==> src/rtl/muldiv_pkg.sv <==
// Shared definitions for the iterative multiply/divide engine.
// Optional build macro: UNSIGNED_OPS_EN (enables MULTU/DIVU via op[1]).
package muldiv_pkg;

    // Default operand/result word width.
    localparam int WIDTH_DEF = 32;

    // Bit positions inside the 2-bit op field.
    localparam int OP_KIND_BIT = 0;  // 0 = MULT, 1 = DIV
    localparam int OP_UNS_BIT  = 1;  // unsigned select (feature build only)

    // Values of op[OP_KIND_BIT].
    localparam logic OP_MULT = 1'b0;
    localparam logic OP_DIV  = 1'b1;

    // Controller state encoding (3-bit).
    typedef enum logic [2:0] {
        ST_IDLE  = 3'd0,
        ST_CHECK = 3'd1,
        ST_RUN   = 3'd2,
        ST_FIX   = 3'd3,
        ST_DONE  = 3'd4,
        ST_ZDIV  = 3'd5
    } state_t;

endpackage

==> src/rtl/muldiv_datapath.sv <==
// Accumulators, adder/subtractor and sign-correction negators for the
// multiply/divide engine. Driven by load/init/step/fix enables from the
// sequencer. Optional build macro: UNSIGNED_OPS_EN.
module muldiv_datapath
    import muldiv_pkg::*;
#(
    parameter int WIDTH = WIDTH_DEF
) (
    input  logic             clk,
    input  logic             reset,       // synchronous, active low
    input  logic             load,        // capture operands (IDLE + start)
    input  logic             uns_req,     // op[1] at load time
    input  logic [WIDTH-1:0] rs_val,
    input  logic [WIDTH-1:0] rt_val,
    input  logic             is_div,      // latched op kind
    input  logic             init,        // clear/seed accumulators (CHECK)
    input  logic             step,        // one iteration (RUN)
    input  logic             fix,         // sign correction + result register (FIX)
    output logic             divisor_zero,
    output logic [WIDTH-1:0] hi_out,
    output logic [WIDTH-1:0] lo_out
);

    logic             uns_sel;
    logic             sign_a_d, sign_b_d;
    logic [WIDTH-1:0] mag_a_d, mag_b_d;

    logic             sign_a_q, sign_b_q;
    logic [WIDTH-1:0] mag_a_q, mag_b_q;
    logic [WIDTH-1:0] acc_hi_q, acc_lo_q;
    logic [WIDTH-1:0] hi_q, lo_q;

`ifdef UNSIGNED_OPS_EN
    assign uns_sel = uns_req;
`else
    // All operations are signed; op[1] has no effect in this build.
    logic unused_uns_req;
    assign unused_uns_req = uns_req;
    assign uns_sel        = 1'b0;
`endif

    // Operand sign flags and magnitudes; the most negative value maps to
    // itself, which is the correct magnitude when read as unsigned.
    assign sign_a_d = rs_val[WIDTH-1] & ~uns_sel;
    assign sign_b_d = rt_val[WIDTH-1] & ~uns_sel;
    assign mag_a_d  = sign_a_d ? ({WIDTH{1'b0}} - rs_val) : rs_val;
    assign mag_b_d  = sign_b_d ? ({WIDTH{1'b0}} - rt_val) : rt_val;

    assign divisor_zero = (mag_b_q == {WIDTH{1'b0}});

    // Multiply iteration: conditional add with carry, then shift right.
    logic [WIDTH:0] mul_sum;
    assign mul_sum = {1'b0, acc_hi_q} + (acc_lo_q[0] ? {1'b0, mag_a_q} : {(WIDTH+1){1'b0}});

    // Divide iteration: shift {rem,quo} left, trial-subtract the divisor.
    // The partial remainder always stays below the divisor, so the
    // difference fits in WIDTH bits.
    logic [WIDTH:0]   rem_sh;
    logic             rem_ge;
    logic [WIDTH-1:0] rem_diff;
    assign rem_sh   = {acc_hi_q, acc_lo_q[WIDTH-1]};
    assign rem_ge   = (rem_sh >= {1'b0, mag_b_q});
    assign rem_diff = rem_sh[WIDTH-1:0] - mag_b_q;

    // Sign correction of the final accumulator contents.
    logic [2*WIDTH-1:0] prod;
    logic [2*WIDTH-1:0] prod_fix;
    logic [WIDTH-1:0]   quo_fix, rem_fix;
    assign prod     = {acc_hi_q, acc_lo_q};
    assign prod_fix = (sign_a_q ^ sign_b_q) ? ({(2*WIDTH){1'b0}} - prod) : prod;
    assign quo_fix  = (sign_a_q ^ sign_b_q) ? ({WIDTH{1'b0}} - acc_lo_q) : acc_lo_q;
    assign rem_fix  = sign_a_q ? ({WIDTH{1'b0}} - acc_hi_q) : acc_hi_q;

    // Operand capture, iteration and result registers.
    always_ff @(posedge clk) begin
        if (!reset) begin
            sign_a_q <= 1'b0;
            sign_b_q <= 1'b0;
            mag_a_q  <= '0;
            mag_b_q  <= '0;
            acc_hi_q <= '0;
            acc_lo_q <= '0;
            hi_q     <= '0;
            lo_q     <= '0;
        end else begin
            if (load) begin
                sign_a_q <= sign_a_d;
                sign_b_q <= sign_b_d;
                mag_a_q  <= mag_a_d;
                mag_b_q  <= mag_b_d;
            end
            if (init) begin
                acc_hi_q <= '0;
                acc_lo_q <= is_div ? mag_a_q : mag_b_q;
            end else if (step) begin
                if (is_div) begin
                    acc_hi_q <= rem_ge ? rem_diff : rem_sh[WIDTH-1:0];
                    acc_lo_q <= {acc_lo_q[WIDTH-2:0], rem_ge};
                end else begin
                    acc_hi_q <= mul_sum[WIDTH:1];
                    acc_lo_q <= {mul_sum[0], acc_lo_q[WIDTH-1:1]};
                end
            end
            if (fix) begin
                if (is_div) begin
                    hi_q <= rem_fix;
                    lo_q <= quo_fix;
                end else begin
                    hi_q <= prod_fix[2*WIDTH-1:WIDTH];
                    lo_q <= prod_fix[WIDTH-1:0];
                end
            end
        end
    end

    assign hi_out = hi_q;
    assign lo_out = lo_q;

endmodule

==> src/rtl/muldiv_sequencer.sv <==
// Controller for the iterative MULT/DIV engine: accepts a start request,
// runs WIDTH shift-add / restoring-divide iterations in muldiv_datapath,
// and emits done + HI/LO write strobes or a divide-by-zero pulse.
// Optional build macro: UNSIGNED_OPS_EN (op[1] selects MULTU/DIVU).
module muldiv_sequencer
    import muldiv_pkg::*;
#(
    parameter int WIDTH = WIDTH_DEF,
    parameter int CNT_W = 6
) (
    input  logic             clk,
    input  logic             reset,      // synchronous, active low
    input  logic             start,
    input  logic [1:0]       op,
    input  logic [WIDTH-1:0] rs_val,
    input  logic [WIDTH-1:0] rt_val,
    output logic             busy,
    output logic             done,
    output logic             div0,
    output logic             hi_we,
    output logic             lo_we,
    output logic [WIDTH-1:0] hi_out,
    output logic [WIDTH-1:0] lo_out,
    output logic [2:0]       dbg_state   // current controller state
);

    // Handshake: start is a level sampled only while IDLE; acceptance is
    // visible as busy=1 the next cycle. done/div0 are single-cycle pulses
    // with no back-pressure; results stay on hi_out/lo_out until replaced.

    localparam logic [CNT_W-1:0] CNT_LAST = CNT_W'(WIDTH - 1);

    state_t           state_q;
    logic [CNT_W-1:0] cnt_q;
    logic             op_div_q;
    logic             busy_q, done_q, div0_q;

    logic dp_load, dp_init, dp_step, dp_fix;
    logic divisor_zero;

    assign dp_load = (state_q == ST_IDLE) && start;
    assign dp_init = (state_q == ST_CHECK) && !(op_div_q && divisor_zero);
    assign dp_step = (state_q == ST_RUN);
    assign dp_fix  = (state_q == ST_FIX);

    muldiv_datapath #(
        .WIDTH(WIDTH)
    ) u_datapath (
        .clk          (clk),
        .reset        (reset),
        .load         (dp_load),
        .uns_req      (op[OP_UNS_BIT]),
        .rs_val       (rs_val),
        .rt_val       (rt_val),
        .is_div       (op_div_q),
        .init         (dp_init),
        .step         (dp_step),
        .fix          (dp_fix),
        .divisor_zero (divisor_zero),
        .hi_out       (hi_out),
        .lo_out       (lo_out)
    );

    // Controller FSM with iteration counter and registered status outputs.
    always_ff @(posedge clk) begin
        if (!reset) begin
            state_q  <= ST_IDLE;
            cnt_q    <= '0;
            op_div_q <= 1'b0;
            busy_q   <= 1'b0;
            done_q   <= 1'b0;
            div0_q   <= 1'b0;
        end else begin
            done_q <= 1'b0;
            div0_q <= 1'b0;
            case (state_q)
                ST_IDLE: begin
                    if (start) begin
                        op_div_q <= (op[OP_KIND_BIT] == OP_DIV);
                        busy_q   <= 1'b1;
                        state_q  <= ST_CHECK;
                    end
                end
                ST_CHECK: begin
                    if (op_div_q && divisor_zero) begin
                        busy_q  <= 1'b0;
                        div0_q  <= 1'b1;
                        state_q <= ST_ZDIV;
                    end else begin
                        cnt_q   <= '0;
                        state_q <= ST_RUN;
                    end
                end
                ST_RUN: begin
                    cnt_q <= cnt_q + CNT_W'(1);
                    if (cnt_q == CNT_LAST) begin
                        state_q <= ST_FIX;
                    end
                end
                ST_FIX: begin
                    busy_q  <= 1'b0;
                    done_q  <= 1'b1;
                    state_q <= ST_DONE;
                end
                ST_DONE: state_q <= ST_IDLE;
                ST_ZDIV: state_q <= ST_IDLE;
                default: state_q <= ST_IDLE;
            endcase
        end
    end

    assign busy      = busy_q;
    assign done      = done_q;
    assign div0      = div0_q;
    assign hi_we     = done_q;
    assign lo_we     = done_q;
    assign dbg_state = state_q;

endmodule

==> config.mk <==
export PLATFORM = sky130hd
export DESIGN_NAME = muldiv_sequencer
export DESIGN_NICKNAME = d
export VERILOG_FILES = /design/src/rtl/muldiv_pkg.sv /design/src/rtl/muldiv_datapath.sv /design/src/rtl/muldiv_sequencer.sv
export SDC_FILE = /design/constraint.sdc
export NUM_CORES = 1
export LEC_CHECK = 0
export CAP_MARGIN = 20
export CORE_AREA = 2 2 178 180
export CTS_BUF_LIST = sky130_fd_sc_hd__clkbuf_8 sky130_fd_sc_hd__clkbuf_16
export DETAILED_ROUTE_END_ITERATION = 10
export DIE_AREA = 0 0 180 182
export PLACE_DENSITY = 0.8
export REMOVE_ABC_BUFFERS = 1
export SLEW_MARGIN = 20
export SYNTH_ARGS = -nofsm -noshare
export SYNTH_HDL_FRONTEND = slang
export SYNTH_SLANG_ARGS = --single-unit
==> constraint.sdc <==
create_clock -name clk -period 3.5 [get_ports clk]
set_clock_uncertainty 0.2 [all_clocks]
set_input_delay 0.525 -clock clk [delete_from_list [all_inputs] [get_ports clk]]
set_output_delay 0.525 -clock clk [all_outputs]
set_load 0.01 [all_outputs]
==> run_results.csv, run 1 <==
group,metric,value,unit
run_status,run_status,"completed",
worst_setup_path,worst_r2r_path_depth,18,
power_and_ir_drop,power_per_cell_area,665,nW/um^2
cts,numCtsBuffers,23,
die,placeableCoreArea,31000,sq um
timing,slew_viol_final,0,
synthesis,post-synth-top-area-fraction,27.3,%
cts,clock_tree_from_tritoncts,"yes",
finish,instances_no_fill,2677,
synthesis,syn_area,15200,sq um
synthesis,synth_edf_count,0,
synthesis,syn_inst,1980,
finish,final_layout_size_suffix_gt1_share,16.2,%
synthesis,asyncSetResetFlopFracSynth,0,%
place,buffer_ports.inserted,139,
worst_setup_path,path_common_cell,"buf_4",
synthesis,synth_top_area_cell,"dfxtp_1",
timing,min_period,3.47,ns
drt,route.detailed.drc,0,
drt,route.met2.wl,23.6,mm
drt,top_layer,"met4",
synthesis,ys_ff_latch,207,
synthesis,synth_flop_cell,"dfxtp_1",
timing,fin_hold_ws,0.257,ns
global_route,first_global_vias,15000,
global_route,groute.usage.overall,30.8,%
timing,final-setup-viol-count,0,
power_and_ir_drop,ir_drop,0.000416,V
worst_setup_path,critical_path.max_stage_delay,0.39,ns
finish,final_design_area_no_fill,19600,sq um
synthesis,yosysWarnings,0,
cts,clockBufferDepth,3,
worst_setup_path,worst_setup_path_end_kind,"flop",
cts,path_clk_slew,0.07,ns
die,design.die.area,32800,sq um
die,num_rows,65,
synthesis,synth_most_common_cell,"nor2_1",
global_route,grt_pass1_wl,82.0,mm
worst_setup_path,critPathRequiredTime,3.74,ns
place,placed_cells,2618,
power_and_ir_drop,power.static_leakage,7.82,nW
timing,finalHoldViolCount,0,
global_route,grt_start_max_net_pins,92,
timing,rsz0062_at_grt,"true",
power_and_ir_drop,fin_total_pwr,13.1,mW
cts,holdBufCountCts,0,
timing,fin_crit_sh,99.2,%
synthesis,netlist_top_cells_area,"dfxtp_1 (27%), a211oi_1 (5.8%), ha_1 (5.7%)",
drt,via_count_of_the_routed_design,16300,
cts,clock_latency,0.55,ns
finish,layout.nets,2398,
drt,detail-route-antenna-nets,0,
hold_path,hold_class,"reg -> reg",
worst_setup_path,regToRegStartpoint,"u_datapath.acc_lo_q[0]",
drt,drt_iter0_markers,1442,
worst_setup_path,setup.reg_to_reg.worst_slack,0.03,ns
die,die-width,180,microns
timing,tightestPinTransition,0.999,ns
place,detailed_place_hpwl,40.1,mm
flow_run,max_cap_viol_count,0,
drt,routedWlPerCell,19.8,microns
global_route,globalRouteOverflowTotal,0,
finish,syn2layout_area_growth,29.1,%
drt,detailedRoute.firstPassIterationCount,5,
synthesis,synthDistinctLibCells,76,
worst_setup_path,cp-startpoint,"u_datapath.acc_lo_q[0]",
cts,clock_tree.htree_level_count,1,
worst_setup_path,cp.arrival,3.71,ns
die,io-pin-count,141,
place,place.gp.congestion,1.01,
drt,met1Wirelength,23.0,mm
die,chipHeight,182,microns
finish,final_core_utilization,63.3,%
worst_setup_path,cp_slowest_cell,"dfxtp_4",
drt,drt-total-wl,53.0,mm
synthesis,synth_top_cells_by_count,"nor2_1 (222), dfxtp_1 (207), a21oi_1 (158), nand2_1 (132), o21ai_0 (127)",
synthesis,synthesis.area_per_instance,7.68,sq um
worst_setup_path,critPathLaunchType,"flop",
drt,met3RoutedLength,4.21,mm
cts,tritoncts_num_sinks,207,
worst_setup_path,cp_cell_sequence,"and2_4 -> ha_4 -> fa_2 -> a211oi_4 -> o21ai_2 -> buf_4 -> buf_4 -> buf_4 -> buf_4 -> buf_4 -> buf_4 -> buf_6 -> a21o_1 -> a21oi_2 -> xor2_1 -> nand2_1 -> o21ai_1 -> a21oi_1",
timing,timing.slew.headroom,33.2,%
place,place_area,18400,sq um
worst_setup_path,critPathKind,"reg -> reg",
die,floorplan.initialDensity,49.1,%
worst_setup_path,endpoint_of_the_worst_setup_timing_path,"u_datapath.acc_hi_q[7]",
timing,max_freq,0.288,GHz
cts,clock-root-buffer,"clkbuf_16",
global_route,grt_antenna_before_repair,0,
finish,antenna_cells_inserted,0,
drt,detail_route.vias_per_cell,6.08,
worst_setup_path,timing.rr.end,"u_datapath.acc_hi_q[7]",
synthesis,seq_area_frac_synth,27.3,%
worst_setup_path,path_max_fanout,7,
==> how the worst min path moves through the flow <==
stage | end | slack, ns | cells after the start | from
floorplan | u_datapath.mag_a_q[31] | 0.24 | 2 | u_datapath.mag_a_q[31]
global placement | u_datapath.hi_out[20] | 0.24 | 2 | u_datapath.hi_out[20]
detailed placement | u_datapath.hi_out[31] | 0.25 | 2 | u_datapath.hi_out[31]
CTS | u_datapath.hi_out[31] | 0.26 | 2 | u_datapath.hi_out[31]
global route | u_datapath.hi_out[24] | 0.28 | 2 | u_datapath.hi_out[24]
finish | u_datapath.hi_out[31] | 0.26 | 2 | u_datapath.hi_out[31]
==> worst max-delay path, delay by kind of cell (launching register included) <==
kind	cells	cell delay (ns)
xor+xnor	1	0.19
simple gates	2	0.25
buf+inv	7	0.87
compound gates	6	0.91
fa+ha+maj	2	0.55
flops	1	0.39
==> report_power, final <==
part,switching [mW],internal [mW]
clock,1.10,1.61
combinational,4.12,3.18
sequential,0.354,2.69
total,5.57,7.48
==> cell families (layout without fill, tap and decap cells) <==
kind of cell             after synthesis  in the layout  share of synthesized area (%)
multiplexers                          88             88                           5.92
flip-flops                           207            207                           27.3
AND/OR/NAND/NOR                      621            621                           19.8
AO/OA/AOI/OAI                        632            632                           26.9
adder cells (fa/ha/maj)               71             71                           5.94
buffers and inverters                201            496                           5.04
XOR/XNOR                             160            160                           9.22
==> cells in the final DEF, fill, tap and decap left out, drive strengths merged, types with 28 or more instances in the layout <==
master | synthesis | layout
a211oi | 117 | 117
a21o | 30 | 30
a21oi | 159 | 159
and2 | 40 | 40
buf | 15 | 248
clkdlybuf4s50 | 0 | 139
dfxtp | 207 | 207
ha | 69 | 69
inv | 65 | 69
mux2i | 73 | 73
nand2 | 132 | 132
nand3 | 36 | 36
nor2 | 223 | 223
nor3 | 44 | 44
o21ai | 129 | 129
o22ai | 34 | 34
o31ai | 28 | 28
xnor2 | 66 | 66
xor2 | 94 | 94
==> metrics by stage <==
step	setup slack, ns	setup TNS [ns]
global route	-0.0906	-0.310
finish	0.0287	0
CTS	-0.0129	-0.0129
global placement	-0.238	-1.71
detailed placement	-0.353	-2.74
floorplan	-2.69	-240.72
==> state kept, by name (all words and copies together), names as in the netlist, 3 cells and up <==
signal	cells
dbg_state	3
u_datapath.acc_lo_q	32
cnt_q	6
u_datapath.lo_out	32
u_datapath.acc_hi_q	32
u_datapath.hi_out	32
u_datapath.mag_a_q	32
u_datapath.mag_b_q	32
==> cell type report <==
| class | instances | area, sq um |
|---|---|---|
| inverter | 65 | 246 |
| tap | 402 | 503 |
| clock buffer | 24 | 589 |
| timing repair buffer | 389 | 3430 |
| multi-input combinational | 1572 | 10500 |
| sequential | 207 | 4150 |
| clock inverter | 18 | 245 |
| fill | 2633 | 11400 |
==> what timing repair did <==
action	in CTS	in global routing
hold endpoints to repair	0	0
endpoints found under the setup margin	4	28
setup buffers	10	6
cloned	0	2
pin swaps	7	21
gates resized for setup	8	37
==> metal layers <==
layer / vias to the layer above / global-route usage (%)
met5: - / 0
met4: 0 / 12.0
met3: 104 / 4.53
met2: 693 / 49.8
met1: 7681 / 41.6
li1: 7807 / -
(Power assumes the default switching activity.)
==> run 2, diff against run 1 <==
--- a/config.mk
+++ b/config.mk
@@ -6,11 +6,13 @@
 export NUM_CORES = 1
 export LEC_CHECK = 0
 export CAP_MARGIN = 20
-export CORE_AREA = 2 2 178 180
+export CELL_PAD_IN_SITES_DETAIL_PLACEMENT = 1
+export CELL_PAD_IN_SITES_GLOBAL_PLACEMENT = 1
+export CORE_AREA = 2 2 201 203
 export CTS_BUF_LIST = sky130_fd_sc_hd__clkbuf_8 sky130_fd_sc_hd__clkbuf_16
 export DETAILED_ROUTE_END_ITERATION = 10
-export DIE_AREA = 0 0 180 182
-export PLACE_DENSITY = 0.8
+export DIE_AREA = 0 0 203 205
+export PLACE_DENSITY = 0.83
 export REMOVE_ABC_BUFFERS = 1
 export SLEW_MARGIN = 20
 export SYNTH_ARGS = -nofsm -noshare
==> run 2 against run 1 <==
  * Sequential share of layout area down 0.51 points
  * Clock power up 7%
  * Critical endpoint is now u_datapath.acc_hi_q[26]
  * Largest cell class unchanged
  * Maximum frequency down 0.26%
  * Critical path depth down 4
  * Design area up 2.4%
  * Clock-buffer cell count up 3
  * Via count up 3.9%
  * Cell count up 5.5%
  * First-iteration DRC count down 13%
==> run_results.csv, run 2 (synthesized netlist as in run 1, its figures left out) <==
group,metric,value,unit
timing,max_freq,0.287,GHz
hold_path,hold_class,"reg -> reg",
worst_setup_path,cp_slowest_cell,"a2111o_1",
worst_setup_path,worst_r2r_path_depth,14,
global_route,first_global_vias,16800,
cts,clockBufferDepth,3,
timing,tightestPinTransition,1.22,ns
worst_setup_path,path_max_fanout,8,
place,place.gp.congestion,0.894,
worst_setup_path,cp_num_cells,14,
timing,rsz0062_at_grt,"true",
worst_setup_path,setup.reg_to_reg.worst_slack,0.02,ns
timing,final-setup-viol-count,0,
worst_setup_path,worst_setup_path_end_kind,"flop",
place,detailed_place_hpwl,46.6,mm
timing,timing.slew.headroom,18.2,%
power_and_ir_drop,ir_drop,0.000408,V
die,die-width,203,microns
drt,detailedRoute.firstPassIterationCount,5,
hold_path,hold-path-cell-count,2,
cts,clock_latency,0.56,ns
run_status,run_status,"completed",
worst_setup_path,cp.arrival,3.78,ns
worst_setup_path,regToRegStartpoint,"u_datapath.acc_lo_q[0]",
worst_setup_path,timing.rr.end,"u_datapath.acc_hi_q[26]",
cts,holdBufCountCts,0,
drt,drt_iter0_markers,1260,
timing,finalHoldViolCount,0,
worst_setup_path,cp_cell_sequence,"buf_6 -> buf_6 -> and2_4 -> ha_2 -> buf_4 -> a21oi_2 -> o211ai_1 -> a31o_2 -> a211o_1 -> a21oi_4 -> o31ai_4 -> mux2i_1 -> a2111o_1 -> a31oi_1",
finish,syn2layout_area_growth,32.2,%
global_route,groute.usage.overall,29.1,%
global_route,grt_start_max_net_pins,71,
worst_setup_path,cp-startpoint,"u_datapath.acc_lo_q[0]",
place,buffer_ports.inserted,139,
die,floorplan.initialDensity,38.6,%
finish,layout_commonest_cell,"buf_4",
worst_setup_path,critPathRequiredTime,3.80,ns
finish,layout.nets,2420,
worst_setup_path,endpoint_of_the_worst_setup_timing_path,"u_datapath.acc_hi_q[26]",
finish,antenna_cells_inserted,0,
finish,final_cell_mix,"buf_4 (257), nor2_1 (222), dfxtp_1 (204), a21oi_1 (153), clkdlybuf4s50_1 (139)",
drt,routedWlPerCell,22.8,microns
timing,slew_viol_final,0,
die,placeableCoreArea,39400,sq um
worst_setup_path,cp_top_family,"compound AO/OA/AOI/OAI gates",
global_route,grt_pass1_wl,96.1,mm
worst_setup_path,critPathLaunchType,"flop",
die,chipHeight,205,microns
cts,clock_tree.htree_level_count,1,
power_and_ir_drop,power_per_cell_area,680,nW/um^2
timing,fin_hold_ws,0.257,ns
timing,timing.final.ws_setup,0.0195,ns
worst_setup_path,cp.buffers_inverters,3,
worst_setup_path,path_common_cell,"buf_6",
drt,route.detailed.drc,0,
finish,final_layout_size_suffix_gt1_share,17.8,%
drt,via_count_of_the_routed_design,16900,
cts,clock_tree_from_tritoncts,"yes",
global_route,grt_antenna_before_repair,1,
die,num_rows,73,
global_route,globalRouteOverflowTotal,0,
worst_setup_path,critical_path.max_stage_delay,0.39,ns
die,io-pin-count,141,
flow_run,max_cap_viol_count,0,
cts,tritoncts_num_sinks,207,
drt,detail_route.vias_per_cell,6.00,
cts,path_clk_slew,0.06,ns
timing,min_period,3.48,ns
place,placement.setup.worst_slack,-0.460,ns
cts,numCtsBuffers,25,
worst_setup_path,critPathKind,"reg -> reg",
drt,detail-route-antenna-nets,0,
power_and_ir_drop,power.static_leakage,7.98,nW
cts,clock-root-buffer,"clkbuf_16",
timing,fin_tns_setup,0,ns
die,design.die.area,41600,sq um
timing,fin_crit_sh,99.4,%
drt,drt-total-wl,64.5,mm
==> run 2: stage by stage <==
step	utilization [%]	area, sq um	power [mW]	cells
floorplan	-	14700	7.29	1844
global placement	47.8	18800	10.1	2770
detailed placement	47.8	18800	10.3	2770
CTS	50.3	19800	13.3	2815
global route	51.1	20100	14.4	2823
finish	51.1	20100	13.7	2823
==> run 2: layout make-up <==
class,instances,area (sq um)
flip-flops and latches,207,4150
fillers,4717,19300
repair buffers,409,3530
clock inverters,18,244
clock buffers,27,653
multi-input cells,1572,10600
well taps,525,657
inverters,65,246
==> run 2: worst register-to-register path, cell delays in order (launching register included) <==
cell and delay, ns:
dfxtp_2 0.36, buf_6 0.14, buf_6 0.13, and2_4 0.13
ha_2 0.28, buf_4 0.15, a21oi_2 0.16, o211ai_1 0.17
a31o_2 0.26, a211o_1 0.37, a21oi_4 0.27, o31ai_4 0.11
mux2i_1 0.14, a2111o_1 0.39, a31oi_1 0.16
==> run 2: repair_timing <==
action                                  4_1_cts  5_1_grt
endpoints found under the setup margin       20       68
cloned                                        0        1
pin swaps                                     1       19
gates resized for setup                      19       53
buffers inserted                              0        7
==> run 2: worst min path at each step <==
stage	start	to	slack (ns)
finish	u_datapath.hi_out[20]	u_datapath.hi_out[20]	0.26
floorplan	u_datapath.mag_a_q[31]	u_datapath.mag_a_q[31]	0.24
global route	u_datapath.hi_out[31]	u_datapath.hi_out[31]	0.28
global placement	u_datapath.hi_out[28]	u_datapath.hi_out[28]	0.24
detailed placement	u_datapath.hi_out[24]	u_datapath.hi_out[24]	0.25
CTS	u_datapath.hi_out[20]	u_datapath.hi_out[20]	0.26
==> run 2: per-layer routing <==
layer  vias up  GRT usage, %  share of wire, %
li1       7834             -                 -
met1      8351          37.9                43
met2       600          48.7                47
met3       143          2.94               5.6
met4         0          13.3               4.9
met5         -             0                 0
==> run 2: power by group <==
part	switching (mW)	internal (mW)	total, mW
clock network	1.18	1.73	2.91
logic	4.50	3.21	7.71
registers	0.357	2.69	3.05
